--- src/rtl/ldst_mmio_bridge_if.sv ---
// CPU load/store bus between the core and ldst_mmio_bridge.
interface ldst_mmio_bridge_if;
  logic [31:0] i_ldst_addr;
  logic        i_ldst_rd;
  logic        i_ldst_wr;
  logic [31:0] i_ldst_wrdata;
  logic [3:0]  i_ldst_byte_en;
  logic [31:0] o_ldst_rddata;

  modport master (
    output i_ldst_addr, i_ldst_rd, i_ldst_wr, i_ldst_wrdata, i_ldst_byte_en,
    input  o_ldst_rddata
  );

  modport slave (
    input  i_ldst_addr, i_ldst_rd, i_ldst_wr, i_ldst_wrdata, i_ldst_byte_en,
    output o_ldst_rddata
  );
endinterface

--- src/rtl/ldst_mmio_bridge.sv ---
// Load/store bridge: 32 KiB RAM passthrough, LED register, one-entry TX buffer.
// Optional timer (TCOUNT/TCMP/TSTAT) compiled in with macro LDST_MMIO_TIMER_EN.
module ldst_mmio_bridge (
  input  logic                clk,
  input  logic                reset,
  ldst_mmio_bridge_if.slave   ldst,
  output logic [31:0]         o_ram_addr,
  output logic                o_ram_rd,
  output logic                o_ram_wr,
  output logic [31:0]         o_ram_wrdata,
  output logic [3:0]          o_ram_byte_en,
  input  logic [31:0]         i_ram_rddata,
  output logic [31:0]         o_led,
  output logic [7:0]          o_tx_data,
  output logic                o_tx_valid,
  input  logic                i_tx_ready
);

  localparam int unsigned DW = 32;
  localparam int unsigned BW = 4;
  localparam logic [31:0] ADDR_LED    = 32'h0000_A000;
  localparam logic [31:0] ADDR_TXDATA = 32'h0000_A004;
  localparam logic [31:0] ADDR_TXSTAT = 32'h0000_A008;
`ifdef LDST_MMIO_TIMER_EN
  localparam logic [31:0] ADDR_TCOUNT = 32'h0000_A00C;
  localparam logic [31:0] ADDR_TCMP   = 32'h0000_A010;
  localparam logic [31:0] ADDR_TSTAT  = 32'h0000_A014;
`endif

  typedef enum logic [1:0] {TAG_NONE, TAG_RAM, TAG_PERIPH} tag_e;

  logic [DW-1:0] led_q, led_d;
  logic [7:0]    tx_data_q, tx_data_d;
  logic          tx_valid_q, tx_valid_d;
  logic          ovr_q, ovr_d;
  tag_e          tag_q, tag_d;
  logic [DW-1:0] rdata_q, rdata_d;
`ifdef LDST_MMIO_TIMER_EN
  logic [DW-1:0] tcount_q, tcount_d;
  logic [DW-1:0] tcmp_q, tcmp_d;
  logic          tstat_q, tstat_d;
`endif

  logic          ram_hit, rd_en, wr_b0, tx_hs, tx_we;
  logic [DW-1:0] prd;

  // Address decode and RAM-side passthrough; a concurrent write cancels the read
  always_comb begin
    ram_hit       = (ldst.i_ldst_addr[31:15] == 17'd0);
    rd_en         = ldst.i_ldst_rd & ~ldst.i_ldst_wr;
    wr_b0         = ldst.i_ldst_wr & ldst.i_ldst_byte_en[0];
    o_ram_addr    = ldst.i_ldst_addr;
    o_ram_wrdata  = ldst.i_ldst_wrdata;
    o_ram_byte_en = ldst.i_ldst_byte_en;
    o_ram_rd      = rd_en & ram_hit;
    o_ram_wr      = ldst.i_ldst_wr & ram_hit;
  end

  // Next-state for peripheral registers, timer and read path
  always_comb begin
    led_d      = led_q;
    tx_data_d  = tx_data_q;
    tx_valid_d = tx_valid_q;
    ovr_d      = ovr_q;
    prd        = '0;

    for (int b = 0; b < int'(BW); b++) begin
      if (ldst.i_ldst_wr && ldst.i_ldst_addr == ADDR_LED && ldst.i_ldst_byte_en[b]) begin
        led_d[8*b +: 8] = ldst.i_ldst_wrdata[8*b +: 8];
      end
    end

    // One-entry TX buffer: a handshake frees the slot in the same cycle a new byte may enter
    tx_hs = tx_valid_q & i_tx_ready;
    tx_we = wr_b0 & (ldst.i_ldst_addr == ADDR_TXDATA);
    if (tx_hs) begin
      tx_valid_d = 1'b0;
    end
    if (tx_we) begin
      if (!tx_valid_q || tx_hs) begin
        tx_data_d  = ldst.i_ldst_wrdata[7:0];
        tx_valid_d = 1'b1;
      end
    end
    if (wr_b0 && ldst.i_ldst_addr == ADDR_TXSTAT && ldst.i_ldst_wrdata[1]) begin
      ovr_d = 1'b0;
    end
    if (tx_we && tx_valid_q && !tx_hs) begin
      ovr_d = 1'b1;
    end

`ifdef LDST_MMIO_TIMER_EN
    tcmp_d  = tcmp_q;
    tstat_d = tstat_q;
    if (ldst.i_ldst_wr && ldst.i_ldst_addr == ADDR_TCOUNT) begin
      tcount_d = '0;
    end else begin
      tcount_d = tcount_q + DW'(1);
    end
    for (int b = 0; b < int'(BW); b++) begin
      if (ldst.i_ldst_wr && ldst.i_ldst_addr == ADDR_TCMP && ldst.i_ldst_byte_en[b]) begin
        tcmp_d[8*b +: 8] = ldst.i_ldst_wrdata[8*b +: 8];
      end
    end
    if (wr_b0 && ldst.i_ldst_addr == ADDR_TSTAT && ldst.i_ldst_wrdata[0]) begin
      tstat_d = 1'b0;
    end
    // Flag rises together with the count register reaching the compare value
    if (tcount_d == tcmp_q) begin
      tstat_d = 1'b1;
    end
`endif

    case (ldst.i_ldst_addr)
      ADDR_LED:    prd = led_q;
      ADDR_TXSTAT: prd = {30'd0, ovr_q, tx_valid_q};
`ifdef LDST_MMIO_TIMER_EN
      ADDR_TCOUNT: prd = tcount_q;
      ADDR_TCMP:   prd = tcmp_q;
      ADDR_TSTAT:  prd = {31'd0, tstat_q};
`endif
      default:     prd = '0;
    endcase

    tag_d   = rd_en ? (ram_hit ? TAG_RAM : TAG_PERIPH) : TAG_NONE;
    rdata_d = (rd_en && !ram_hit) ? prd : '0;
  end

  // State registers
  always_ff @(posedge clk or posedge reset) begin
    if (reset) begin
      led_q      <= '0;
      tx_data_q  <= '0;
      tx_valid_q <= 1'b0;
      ovr_q      <= 1'b0;
      tag_q      <= TAG_NONE;
      rdata_q    <= '0;
`ifdef LDST_MMIO_TIMER_EN
      tcount_q   <= '0;
      tcmp_q     <= '0;
      tstat_q    <= 1'b0;
`endif
    end else begin
      led_q      <= led_d;
      tx_data_q  <= tx_data_d;
      tx_valid_q <= tx_valid_d;
      ovr_q      <= ovr_d;
      tag_q      <= tag_d;
      rdata_q    <= rdata_d;
`ifdef LDST_MMIO_TIMER_EN
      tcount_q   <= tcount_d;
      tcmp_q     <= tcmp_d;
      tstat_q    <= tstat_d;
`endif
    end
  end

  // Read-data return selected by the registered region tag
  always_comb begin
    case (tag_q)
      TAG_RAM:    ldst.o_ldst_rddata = i_ram_rddata;
      TAG_PERIPH: ldst.o_ldst_rddata = rdata_q;
      default:    ldst.o_ldst_rddata = '0;
    endcase
    o_led      = led_q;
    o_tx_data  = tx_data_q;
    o_tx_valid = tx_valid_q;
  end

endmodule

--- src/flat_wrapper.sv ---
// flat-port wrapper written by rule: the top's interface ports become plain ports
module ldst_mmio_bridge_flat 
  (clk, reset, o_ram_addr, o_ram_rd, o_ram_wr, o_ram_wrdata, o_ram_byte_en, i_ram_rddata, o_led, o_tx_data, o_tx_valid, i_tx_ready, ldst_i_ldst_addr, ldst_i_ldst_rd, ldst_i_ldst_wr, ldst_i_ldst_wrdata, ldst_i_ldst_byte_en, ldst_o_ldst_rddata);
  ldst_mmio_bridge_if ldst_i ();
  input  logic clk;
  input  logic reset;
  output logic [31:0] o_ram_addr;
  output logic o_ram_rd;
  output logic o_ram_wr;
  output logic [31:0] o_ram_wrdata;
  output logic [3:0] o_ram_byte_en;
  input  logic [31:0] i_ram_rddata;
  output logic [31:0] o_led;
  output logic [7:0] o_tx_data;
  output logic o_tx_valid;
  input  logic i_tx_ready;
  input wire logic [$bits(ldst_i.i_ldst_addr)-1:0] ldst_i_ldst_addr;
  input wire logic [$bits(ldst_i.i_ldst_rd)-1:0] ldst_i_ldst_rd;
  input wire logic [$bits(ldst_i.i_ldst_wr)-1:0] ldst_i_ldst_wr;
  input wire logic [$bits(ldst_i.i_ldst_wrdata)-1:0] ldst_i_ldst_wrdata;
  input wire logic [$bits(ldst_i.i_ldst_byte_en)-1:0] ldst_i_ldst_byte_en;
  output wire logic [$bits(ldst_i.o_ldst_rddata)-1:0] ldst_o_ldst_rddata;
  assign ldst_i.i_ldst_addr = ldst_i_ldst_addr;
  assign ldst_i.i_ldst_rd = ldst_i_ldst_rd;
  assign ldst_i.i_ldst_wr = ldst_i_ldst_wr;
  assign ldst_i.i_ldst_wrdata = ldst_i_ldst_wrdata;
  assign ldst_i.i_ldst_byte_en = ldst_i_ldst_byte_en;
  assign ldst_o_ldst_rddata = ldst_i.o_ldst_rddata;
  ldst_mmio_bridge u_core (.clk(clk), .reset(reset), .ldst(ldst_i), .o_ram_addr(o_ram_addr), .o_ram_rd(o_ram_rd), .o_ram_wr(o_ram_wr), .o_ram_wrdata(o_ram_wrdata), .o_ram_byte_en(o_ram_byte_en), .i_ram_rddata(i_ram_rddata), .o_led(o_led), .o_tx_data(o_tx_data), .o_tx_valid(o_tx_valid), .i_tx_ready(i_tx_ready));
endmodule
--- config.mk ---
export PLATFORM = sky130hd
export DESIGN_NAME = ldst_mmio_bridge_flat
export DESIGN_NICKNAME = d
export VERILOG_FILES = /design/src/rtl/ldst_mmio_bridge_if.sv /design/src/rtl/ldst_mmio_bridge.sv /design/src/flat_wrapper.sv
export SDC_FILE = /design/constraint.sdc
export NUM_CORES = 1
export LEC_CHECK = 0
export ABC_AREA = 0
export ABC_CLOCK_PERIOD_IN_PS = 3020
export CAP_MARGIN = 25
export CORE_AREA = 2 2 97 99
export DETAILED_ROUTE_END_ITERATION = 8
export DIE_AREA = 0 0 99 101
export DONT_BUFFER_PORTS = 1
export PLACE_DENSITY = 0.63
export SETUP_SLACK_MARGIN = 0.05
export SYNTH_ARGS = -nofsm -noshare
export SYNTH_HDL_FRONTEND = slang
export SYNTH_SLANG_ARGS = --single-unit
--- constraint.sdc ---
create_clock -name clk -period 3.02 [get_ports clk]
set_input_delay 0.302 -clock clk [delete_from_list [all_inputs] [get_ports clk]]
set_output_delay 0.302 -clock clk [all_outputs]
set_load 0.005 [all_outputs]
==> results list <==
* Total number of yosys warnings: 0
* Number of placed instances with taps included: 375
- Clock network latency to the later pin of the worst-skew pair: 0.34 ns
- After filler insertion, the fill cell instance count of the layout stands at 855.
* DR pass1 iterations: 4
- Data arrival time at the worst-slack endpoint: 2.01 ns
- Clock transition at the registers of the reported paths: 0.08 ns
- Antenna violations before repair: 0
- Once layout is complete, the utilization of the core stands at 41.6%.
- Fin crit share: 76.7%
- Share of the synthesized area in the top cell type: 49.5%
- The congestion estimate from routability-driven global placement came to 0.711.
* Start point of the worst hold path: ldst_i_ldst_addr[15]
- Type of destination of the critical path: primary output
* Commonest cells in the netlist: 76 x sky130_fd_sc_hd__dfrtp_1, 68 x sky130_fd_sc_hd__buf_4, 36 x sky130_fd_sc_hd__mux2_2
- The count of buffers added on input and output ports is 0.
- Slew margin rel.: 32.2%
- Syn_nets: 444
- Final non-filler cell total: 391
- Dominant cell by count in the synthesized netlist: sky130_fd_sc_hd__dfrtp_1
- Measured along the x axis, the die boundary spans 99 um.
* Final cell area excluding filler cells: 3740 um2
- The final number of max-transition violations was 0.
* Ports placed on the boundary: 248
- The critical path starts at u_core.tag_q[0].
- Core Region: 8980 um2
* Run status: finished, final reports clean
- Once the floorplan was initialized, standard cells occupied 42.8% of the core.
* Area delta synth->final: -2.74%
- Derived from the worst setup path, the maximum achievable clock frequency is 0.432 GHz.
- Top cells by area, synth: sky130_fd_sc_hd__dfrtp_1 49%, sky130_fd_sc_hd__buf_4 13%, sky130_fd_sc_hd__mux2_2 11%
- Number of maximum-capacitance constraint violations: 0
- Least setup slack across all paths after layout: 0.704 ns
- The number of different library cells used by synthesis comes to 29.
* Async set-or-reset flop fraction in the synthesized netlist: 100%
- In this run, synthesis inferred 0 flip-flops with an integrated enable.
- Largest net degree at the start of global routing: 40
- Static leakage: 1.72 nW
- Clk sinks: 76
- Total via count after detailed routing: 2,238
* Vias in the first global route: 2,302
- Fraction of the yosys area taken by sequential cells: 49.5%
- Setup violations remaining at the end of the flow were counted as 0.
- After global routing the overflow that remains totals 0.
- The multi-input combinational cells in the finished layout cover a total of 1380 um2.
* Cell type with the highest aggregate area in the netlist: sky130_fd_sc_hd__dfrtp_1
- Mean routed wirelength per cell: 21.2 um
- Tmin final: 2.32 ns
- In the routed design, unresolved DRC markers number 0.
* Data required time at the worst endpoint: 2.72 ns
- Initial detailed-routing violation count: 75
* Layout cells sized above 1: 25.7%
- Hold violation total from the final report: 0
- After synthesis the netlist holds a flip-flop and latch count of 76.
- The average instance in the mapped netlist occupies 11.4 um2.
* Nets: 383
- Number of inserted diodes: 0
- Clock buffer count from CTS: 9
- STA classifies the critical path startpoint as a register.
- Total negative slack: 0 ns
* Worst slew pin tran: 1.02 ns
* Combined area of all synthesized cells: 3840 um2
* HPWL after detailed placement: 6290 um
- Final setup skew: 0.00738 ns
* Resized Gates After CTS: 0
- Clock tree synthesis selected as its root buffer the cell sky130_fd_sc_hd__clkbuf_8.
- Combined global-route utilization of all metal layers: 16.1%
* DIE HEIGHT: 101 um
* H-tree levels: 3
- No sink is reached through more buffers than the 2 on the longest clock path.
- Among all flip-flop cells after synthesis, the most frequent one is sky130_fd_sc_hd__dfrtp_1.
* Peak ir drop on the vdd network: 0.000198 V
- In this run the worst path has a maximum fanout of 30.
* Placement Cell Area: 3530 um2
- The setup path with the least slack is of type reg2out.
- Number of placement rows: 35
- Setup Slack @ Placement: 0.798 ns
- Area of all sequential standard cells: 1900 um2
- Global-route wire length before repair: 12,100 um
* TritonCTS clock tree: done
* Total power density per cell area: 494 nW/um2
- DRT Wirelength: 8290 um
* Overall die area: 10000 um2
- DR vias/cell: 5.72
- The startpoint identified for the worst register-to-register timing path is u_core.o_tx_valid.
* Worst hold path type: in2reg
- Setup repair after global routing left no endpoint under its margin.
- The detail route stage leaves a number of antenna-violating nets equal to 0.
- Cell count after synthesis: 337
## logic make-up (layout without fill, tap and decap cells)
group	after synthesis	in the layout	synth area share (%)
compound gates	35	35	6.77
fa+ha+maj	2	2	0.651
buf+inv	84	27	14.9
flops	76	76	49.5
mux	42	42	12.2
simple gates	98	98	16.0
## per-stage QoR
stage	power, mW	hold slack (ns)
after detailed placement	1.10	0.210
after global routing	1.93	0.0428
after global placement	1.09	0.424
final	1.85	0.0645
after floorplan	1.15	0.402
after CTS	1.88	0.0434
## final cells by class
class | instances | share of cell area (%)
Clock buffer | 10 | 3.68
Sequential cell | 76 | 50.9
Clock inverter | 5 | 1.64
Timing Repair Buffer | 9 | 2.88
Multi-Input combinational cell | 177 | 36.9
Inverter | 3 | 0.335
Tap cell | 111 | 3.72
## sequential cells by signal (all words and copies together), names as in the netlist
name and count:
u_core.o_led 32, u_core.rdata_q 32, u_core.o_tx_data 8, u_core.tag_q 2, u_core.o_tx_valid 1, u_core.ovr_q 1
## report_power, final
| group | switching, mW | internal [mW] | total, mW | leakage (nW) |
|---|---|---|---|---|
| clock network | 0.370 | 0.402 | 0.773 | 0.0910 |
| registers | 0.000337 | 1.02 | 1.02 | 1.06 |
| logic | 0.0405 | 0.0173 | 0.0578 | 0.570 |
| total | 0.411 | 1.44 | 1.85 | 1.72 |
## placed cells by master, fill, tap and decap left out, types with 2 or more instances in the layout
cell	synthesis	routed
sky130_fd_sc_hd__inv_1	3	2
sky130_fd_sc_hd__nor4_1	4	4
sky130_fd_sc_hd__ha_1	2	2
sky130_fd_sc_hd__o31ai_1	2	2
sky130_fd_sc_hd__nor3_1	3	3
sky130_fd_sc_hd__mux2_2	36	36
sky130_fd_sc_hd__buf_4	68	5
sky130_fd_sc_hd__clkbuf_8	0	10
sky130_fd_sc_hd__mux2_1	4	4
sky130_fd_sc_hd__nor4_2	3	2
sky130_fd_sc_hd__and2_1	31	31
sky130_fd_sc_hd__clkinvlp_4	0	3
sky130_fd_sc_hd__nor3_4	4	4
sky130_fd_sc_hd__mux2i_1	2	2
sky130_fd_sc_hd__dfrtp_1	76	76
sky130_fd_sc_hd__a22oi_1	32	32
sky130_fd_sc_hd__buf_12	0	3
sky130_fd_sc_hd__nand4_1	2	2
sky130_fd_sc_hd__or2_2	2	2
sky130_fd_sc_hd__nand2b_1	3	3
sky130_fd_sc_hd__nand2_1	4	4
sky130_fd_sc_hd__nand3b_1	2	2
sky130_fd_sc_hd__nor2_1	34	34
## repair_timing
item	CTS	global route
buffers inserted	0	0
endpoints found under the hold margin	22	0
hold buffers	1	0
## metal layers
metal  wire (um)  share of wire, %  track usage (%)
met1        3250                39             18.7
met2        4070                49             26.4
met3         876                11             8.04
met4          95               1.1             4.64
met5           0                 0                0
## critical path, stage by stage (launching register included)
cell,delay (ns)
sky130_fd_sc_hd__dfrtp_1,0.36
sky130_fd_sc_hd__inv_1,0.05
sky130_fd_sc_hd__ha_1,0.95
sky130_fd_sc_hd__buf_4,0.26
sky130_fd_sc_hd__nor2_1,0.06
## worst paths after layout
kind                                          to  slack, ns  cells after the start
min in group asynchronous    u_core.o_tx_data[3]       0.41                      2
hold / removal                   u_core.tag_q[0]       0.06                      1
max in group asynchronous       u_core.o_led[16]       2.07                      3
setup / recovery           ldst_o_ldst_rddata[0]       0.70                      4
setup reg to reg             u_core.o_tx_data[7]       1.47                      3
hold reg to reg                     u_core.ovr_q       0.50                      2
(Power assumes the default switching activity.)
